--- src/rtl/spi_regfile_slave_pkg.sv ---
// Shared definitions for the SPI register-file slave.
//   spi_state_e  : frame FSM states
//   SyncDepth    : flops in each input synchronizer
//   RwBitFromMsb : offset of the read/write flag from the command MSB
//   rw_bit_pos() : read/write flag position for a given word width
package spi_regfile_slave_pkg;

  typedef enum logic [1:0] {
    StIdle,
    StCmd,
    StData,
    StHold
  } spi_state_e;

  localparam int unsigned SyncDepth    = 2;
  localparam int unsigned RwBitFromMsb = 0;

  function automatic int unsigned rw_bit_pos(input int unsigned width);
    return width - 1 - RwBitFromMsb;
  endfunction

endpackage

--- src/rtl/spi_sync_edge.sv ---
// Multi-flop synchronizer with rise/fall detection in the clk domain.
//   clk, reset_n : system clock, async active-low reset
//   din          : asynchronous input
//   rise, fall   : one-clk pulses on synchronized edges of din
// Flops reset to IdleLevel so releasing reset never fakes an edge.
module spi_sync_edge
  import spi_regfile_slave_pkg::*;
#(
  parameter logic IdleLevel = 1'b0
) (
  input  logic clk,
  input  logic reset_n,
  input  logic din,
  output logic rise,
  output logic fall
);

  logic [SyncDepth-1:0] sync_q;
  logic                 prev_q;

  always_ff @(posedge clk or negedge reset_n) begin
    if (!reset_n) begin
      sync_q <= {SyncDepth{IdleLevel}};
      prev_q <= IdleLevel;
    end else begin
      sync_q <= {sync_q[SyncDepth-2:0], din};
      prev_q <= sync_q[SyncDepth-1];
    end
  end

  assign rise = sync_q[SyncDepth-1] & ~prev_q;
  assign fall = ~sync_q[SyncDepth-1] & prev_q;

endmodule

--- src/rtl/spi_regfile_slave.sv ---
// SPI slave exposing a small register file, oversampled in the clk domain.
//   clk, reset_n   : system clock, async active-low reset
//   SCLK, MOSI, ss : SPI master signals (asynchronous, ss active low)
//   MISO           : slave data out, 0 when not in a command/data word
//   status_in      : read-only value returned for the top address
//   regs_out       : flattened registers, reg0 in the LSBs
//   wr_strobe      : one-clk pulse per completed write
//   rd_strobe      : one-clk pulse per completed read
//   last_addr      : address of the most recently decoded command
// Frame: command word (MSB = write flag, low bits = address) then data word.
module spi_regfile_slave
  import spi_regfile_slave_pkg::*;
#(
  parameter logic [1:0]  mode      = 2'b00,
  parameter int unsigned bits_size = 8,
  parameter int unsigned addr_bits = 2
) (
  input  logic                                clk,
  input  logic                                reset_n,
  input  logic                                SCLK,
  input  logic                                MOSI,
  input  logic                                ss,
  output logic                                MISO,
  input  logic [bits_size-1:0]                status_in,
  output logic [(2**addr_bits)*bits_size-1:0] regs_out,
  output logic                                wr_strobe,
  output logic                                rd_strobe,
  output logic [addr_bits-1:0]                last_addr
);

  localparam int unsigned NumRegs = 2**addr_bits;
  localparam int unsigned CntW    = $clog2(bits_size);
  localparam int unsigned RwBit   = rw_bit_pos(bits_size);
  localparam logic        Cpol    = mode[1];
  localparam logic        Cpha    = mode[0];
  localparam logic [addr_bits-1:0] StatusAddr = {addr_bits{1'b1}};

  logic sclk_rise, sclk_fall, ss_rise, ss_fall;
  logic [SyncDepth-1:0] mosi_sync_q;

  spi_sync_edge #(.IdleLevel(Cpol)) u_sync_sclk (
    .clk    (clk),
    .reset_n(reset_n),
    .din    (SCLK),
    .rise   (sclk_rise),
    .fall   (sclk_fall)
  );

  spi_sync_edge #(.IdleLevel(1'b1)) u_sync_ss (
    .clk    (clk),
    .reset_n(reset_n),
    .din    (ss),
    .rise   (ss_rise),
    .fall   (ss_fall)
  );

  // Same depth as the SCLK path, so MOSI is aligned with the detected edge.
  always_ff @(posedge clk or negedge reset_n) begin
    if (!reset_n) mosi_sync_q <= '0;
    else          mosi_sync_q <= {mosi_sync_q[SyncDepth-2:0], MOSI};
  end

  logic leading_edge, trailing_edge, sample_edge, drive_edge;
  assign leading_edge  = Cpol ? sclk_fall : sclk_rise;
  assign trailing_edge = Cpol ? sclk_rise : sclk_fall;
  assign sample_edge   = Cpha ? trailing_edge : leading_edge;
  assign drive_edge    = Cpha ? leading_edge : trailing_edge;

  spi_state_e                       state_q, state_d;
  logic [CntW-1:0]                  bit_cnt_q, bit_cnt_d;
  logic [bits_size-2:0]             shift_in_q, shift_in_d;
  logic [bits_size-1:0]             shift_out_q, shift_out_d;
  logic                             miso_q, miso_d;
  logic                             is_write_q, is_write_d;
  logic [addr_bits-1:0]             addr_q, addr_d;
  logic [NumRegs-1:0][bits_size-1:0] regs_q, regs_d;
  logic                             wr_strobe_q, wr_strobe_d;
  logic                             rd_strobe_q, rd_strobe_d;

  logic [bits_size-1:0] word_next;
  logic [addr_bits-1:0] cmd_addr;
  logic [bits_size-1:0] rd_value;
  logic                 last_bit;

  assign word_next = {shift_in_q, mosi_sync_q[SyncDepth-1]};
  assign cmd_addr  = word_next[addr_bits-1:0];
  assign rd_value  = (cmd_addr == StatusAddr) ? status_in : regs_q[cmd_addr];
  assign last_bit  = (bit_cnt_q == CntW'(bits_size - 1));

  always_comb begin
    state_d     = state_q;
    bit_cnt_d   = bit_cnt_q;
    shift_in_d  = shift_in_q;
    shift_out_d = shift_out_q;
    miso_d      = miso_q;
    is_write_d  = is_write_q;
    addr_d      = addr_q;
    regs_d      = regs_q;
    wr_strobe_d = 1'b0;
    rd_strobe_d = 1'b0;
    unique case (state_q)
      StIdle: begin
        if (ss_fall) begin
          state_d     = StCmd;
          bit_cnt_d   = '0;
          shift_in_d  = '0;
          shift_out_d = '0;
          miso_d      = 1'b0;
        end
      end
      StCmd, StData: begin
        if (ss_rise) begin
          state_d = StIdle;
        end else begin
          // shift_out holds the bits still to be presented; miso_q is the
          // bit currently on the wire. Loading the data word here means the
          // next drive edge presents its MSB in both CPHA settings.
          if (drive_edge) begin
            miso_d      = shift_out_q[bits_size-1];
            shift_out_d = shift_out_q << 1;
          end
          if (sample_edge) begin
            shift_in_d = word_next[bits_size-2:0];
            bit_cnt_d  = last_bit ? '0 : bit_cnt_q + CntW'(1);
            if (last_bit) begin
              if (state_q == StCmd) begin
                state_d     = StData;
                is_write_d  = word_next[RwBit];
                addr_d      = cmd_addr;
                shift_out_d = word_next[RwBit] ? '0 : rd_value;
              end else begin
                state_d = StHold;
                if (is_write_q) begin
                  wr_strobe_d = 1'b1;
                  if (addr_q != StatusAddr) regs_d[addr_q] = word_next;
                end else begin
                  rd_strobe_d = 1'b1;
                end
              end
            end
          end
        end
      end
      StHold: begin
        if (ss_rise) state_d = StIdle;
      end
      default: state_d = StIdle;
    endcase
  end

  always_ff @(posedge clk or negedge reset_n) begin
    if (!reset_n) begin
      state_q     <= StIdle;
      bit_cnt_q   <= '0;
      shift_in_q  <= '0;
      shift_out_q <= '0;
      miso_q      <= 1'b0;
      is_write_q  <= 1'b0;
      addr_q      <= '0;
      regs_q      <= '0;
      wr_strobe_q <= 1'b0;
      rd_strobe_q <= 1'b0;
    end else begin
      state_q     <= state_d;
      bit_cnt_q   <= bit_cnt_d;
      shift_in_q  <= shift_in_d;
      shift_out_q <= shift_out_d;
      miso_q      <= miso_d;
      is_write_q  <= is_write_d;
      addr_q      <= addr_d;
      regs_q      <= regs_d;
      wr_strobe_q <= wr_strobe_d;
      rd_strobe_q <= rd_strobe_d;
    end
  end

  assign MISO      = miso_q & ((state_q == StCmd) || (state_q == StData));
  assign regs_out  = regs_q;
  assign wr_strobe = wr_strobe_q;
  assign rd_strobe = rd_strobe_q;
  assign last_addr = addr_q;

endmodule
--- config.mk ---
export PLATFORM = sky130hd
export DESIGN_NAME = spi_regfile_slave
export DESIGN_NICKNAME = d
export VERILOG_FILES = /design/src/rtl/spi_regfile_slave_pkg.sv /design/src/rtl/spi_sync_edge.sv /design/src/rtl/spi_regfile_slave.sv
export SDC_FILE = /design/constraint.sdc
export NUM_CORES = 1
export LEC_CHECK = 0
export ABC_AREA = 1
export CAP_MARGIN = 10
export CORE_ASPECT_RATIO = 0.75
export CORE_MARGIN = 5
export CORE_UTILIZATION = 53
export CTS_CLUSTER_SIZE = 30
export DETAILED_ROUTE_END_ITERATION = 10
export PLACE_DENSITY = 0.81
export SLEW_MARGIN = 20
export SYNTH_ARGS = -nofsm -noshare
export SYNTH_HDL_FRONTEND = slang
export SYNTH_SLANG_ARGS = --single-unit
--- constraint.sdc ---
create_clock -name clk -period 1.95 [get_ports clk]
set_input_delay 0.195 -clock clk [delete_from_list [all_inputs] [get_ports clk]]
set_output_delay 0.195 -clock clk [all_outputs]
set_load 0.05 [all_outputs]
==> results.ini <==
[detailed_routing]
routed_wl_microns=7860
drt_pass1_iterations=5
drt_iter0_drc=293
drt.antenna.violating_nets=0
wl_per_cell_microns=14.5
avgViaCountPerCell=5.26
num_vias=2852
drc=0

[min_path]
holdPathEnd=u_sync_ss.sync_q[0]
hold_depth=1
hold_class=in2reg
hold_start=ss

[synthesis]
yosysUniqueCellTypes=20
syn_avg_cell_area_sq_um=7.73
synth.cell_area_sq_mm=0.00315
synthesis.nets=425
muxShareOfSynthArea_pct=0
synth-simple-area-share_pct=31.9
synth_fa_ha_area_share_pct=1.99
ys.warnings.count=0
synth-xor-area-share_pct=0
ys_ff_latch=66
synth_top_family_by_area=simple AND/OR/NAND/NOR gates
ys_seq_area_share_pct=52.6
synth-compound-area-share_pct=5.41
synthCells=407

[critical_path]
path_buf_inv=1
worst-r2r-cell-count=7
cp_max_fo=4
reg2reg_to=regs_out[1]
r2r_slack_ns=0.16
worst_setup_path_start_kind=register
critical_path.top_delay_family=buffers and inverters
critical-path-max-stage-delay_ns=0.83
arrival_ns=1.62
path_class=reg2out
slowest_stage=clkdlybuf4s50_1
cp_data_required_time_ns=1.75
end_kind=output port
timing.rr.start=state_q[0]
critical_path.cell_chain=clkdlybuf4s50_1

[place]
place_inst=524
port-buffer-count=49
gp_congestion=0.875
post-place-ws_ns=-0.0514
hpwl_microns=5400
place_area_sq_mm=0.00376

[global_route]
grt_pass1_wl_microns=12800
grt_max_degree=29
grt_pass1_vias=2588
grt_antenna_before_repair=0
gr-usage-all-layers_pct=21.3
overflow=0

[timing]
finalHoldViolCount=0
setup_tns_ns=0
slew_violations=0
slew_headroom_pct=65.5
rsz0062_at_grt=false
tightest_slew_ns=0.516
setup_viol=0
finalCritPeriodShare_pct=92.8
finalWorstSetupSlack_ns=0.140
min_period_ns=1.81
clock_skew_ns=0.00778
max_freq_mhz=552

[clock_network]
cts_max_path_buffers=2
cts.clk_slew.worst_paths_ns=0.07
postCtsSetupRepairBufs=0
cts_tree=yes
numCtsBuffers=9
cts.sinks=66
clk_latency_ns=0.35
h-tree-depth=3
cts-root-buf=clkbuf_8

[job]
max-cap-violations=0

[finish]
multiInputGateArea_sq_mm=0.00126
nets=477
final-seq-area_sq_mm=0.00166
area_growth_syn_to_layout_pct=27.6
diodes=0
drive_above_1_share_pct=8.84
fillCellCount=481
final_cell_area_sq_mm=0.00402
post_layout_nonfiller_instances=542

[pwr]
p_per_area_mw_per_mm2=1080
power_mw=4.35
irDropWorstVdd_uv=864
total_leakage_power_nw=2.04

[outcome]
status=completed

[floorplan]
die_area_sq_mm=0.00759
pin_count=50
initial_core_util_pct=54.3
rows=24
design.core.area_sq_mm=0.00580
dieWidth_microns=99.0
die_h_microns=76.7

[power breakdown]
part           switching [mW]  total (mW)  leakage [nW]  internal [mW]
combinational           0.867        1.31          1.04          0.443
sequential              0.188        1.73         0.885           1.54
clock                   0.553        1.31         0.112          0.756
total                    1.61        4.35          2.04           2.74
[flip-flops by register name, summed over array words and instances (netlist names), 3 cells and up]
signal / flops
shift_in_q: 7
shift_out_q: 8
regs_out: 32
bit_cnt_q: 3
[cells in the final DEF, fill, tap and decap left out]
| cell type | n |
|---|---|
| nand3_1 | 22 |
| nor3_4 | 1 |
| inv_2 | 1 |
| buf_2 | 1 |
| a21oi_1 | 6 |
| ha_1 | 5 |
| buf_12 | 2 |
| dfrtp_1 | 63 |
| nand2_2 | 2 |
| clkdlybuf4s50_1 | 47 |
| nand2_4 | 2 |
| inv_1 | 39 |
| o211ai_1 | 2 |
| clkinv_1 | 1 |
| clkinvlp_4 | 1 |
| nand2_1 | 152 |
| o21ai_0 | 24 |
| bufinv_16 | 2 |
| clkinv_4 | 2 |
| dfstp_2 | 3 |
| clkinv_2 | 1 |
| nor2_1 | 33 |
| dlygate4sd3_1 | 1 |
| o21ai_1 | 1 |
| nor4_1 | 2 |
| clkbuf_8 | 10 |
| buf_4 | 13 |
| nand4_1 | 25 |
[synthesized netlist by cell type]
cell type / instances / area [sq um]
clkbuf_2: 1 / 5.00
clkinv_1: 1 / 3.75
nand2_2: 1 / 6.26
dfrtp_1: 63 / 1580
dfstp_2: 3 / 78.8
inv_1: 40 / 150
nand3_1: 22 / 110
nand2_1: 154 / 578
nand4_1: 25 / 156
nor3_4: 1 / 16.3
buf_4: 1 / 7.51
clkbuf_1: 15 / 56.3
buf_2: 5 / 25.0
nor4_1: 2 / 12.5
nor2_1: 33 / 124
ha_1: 5 / 62.6
o211ai_1: 2 / 15.0
o21ai_0: 25 / 125
buf_1: 2 / 7.51
a21oi_1: 6 / 30.0
[timing repair]
| item | CTS | global route |
|---|---|---|
| endpoints found under the hold margin | 14 | 0 |
| pin swaps | 0 | 1 |
| cloned | 0 | 1 |
| endpoints found under the setup margin | 10 | 18 |
| hold buffers | 1 | 0 |
| resized for setup | 1 | 5 |
[layout make-up]
cell class | instances | share of cell area, %
Clock inverter | 6 | 2.24
Inverter | 41 | 3.83
Multi-Input combinational cell | 277 | 31.3
Clock buffer | 10 | 3.43
Sequential cell | 66 | 41.2
Timing Repair Buffer | 64 | 15.5
Tap cell | 78 | 2.43
[cells by family after synthesis]
logic type / count (synthesis)
DFF: 66
buffers and inverters: 65
AOI/OAI and AO/OA: 33
and+or+nand+nor: 238
adders and majority gates: 5
[routing by layer]
| metal | vias to the layer above | track usage [%] | part of all wire [%] |
|---|---|---|---|
| li1 | 1390 | - | - |
| met1 | 1356 | 29.0 | 44 |
| met2 | 93 | 32.5 | 47 |
| met3 | 13 | 5.80 | 7.2 |
| met4 | 0 | 8.32 | 1.7 |
| met5 | - | 0 | 0 |
[per-stage QoR]
| stage | hold WS (ns) | utilization, % |
|---|---|---|
| finish | 0.251 | 69.3 |
| global route | 0.244 | 69.3 |
| CTS | 0.245 | 69.0 |
| detailed placement | 0.162 | 64.8 |
| global placement | 0.152 | 64.8 |
| floorplan | -0.101 | - |
[how the worst max path moves through the flow]
stage / to / start / slack [ns] / depth (start not counted)
2_1_floorplan: MISO / state_q[0] / 0.30 / 6
3_3_place_gp: shift_in_q[4] / state_q[0] / 0.09 / 8
3_5_place_dp: bit_cnt_q[2] / state_q[0] / -0.05 / 8
4_1_cts: bit_cnt_q[2] / state_q[0] / 0.04 / 8
5_1_grt: bit_cnt_q[2] / state_q[0] / 0.03 / 8
6_report: last_addr[0] / last_addr[0] / 0.14 / 1
(Power assumes the default switching activity.)
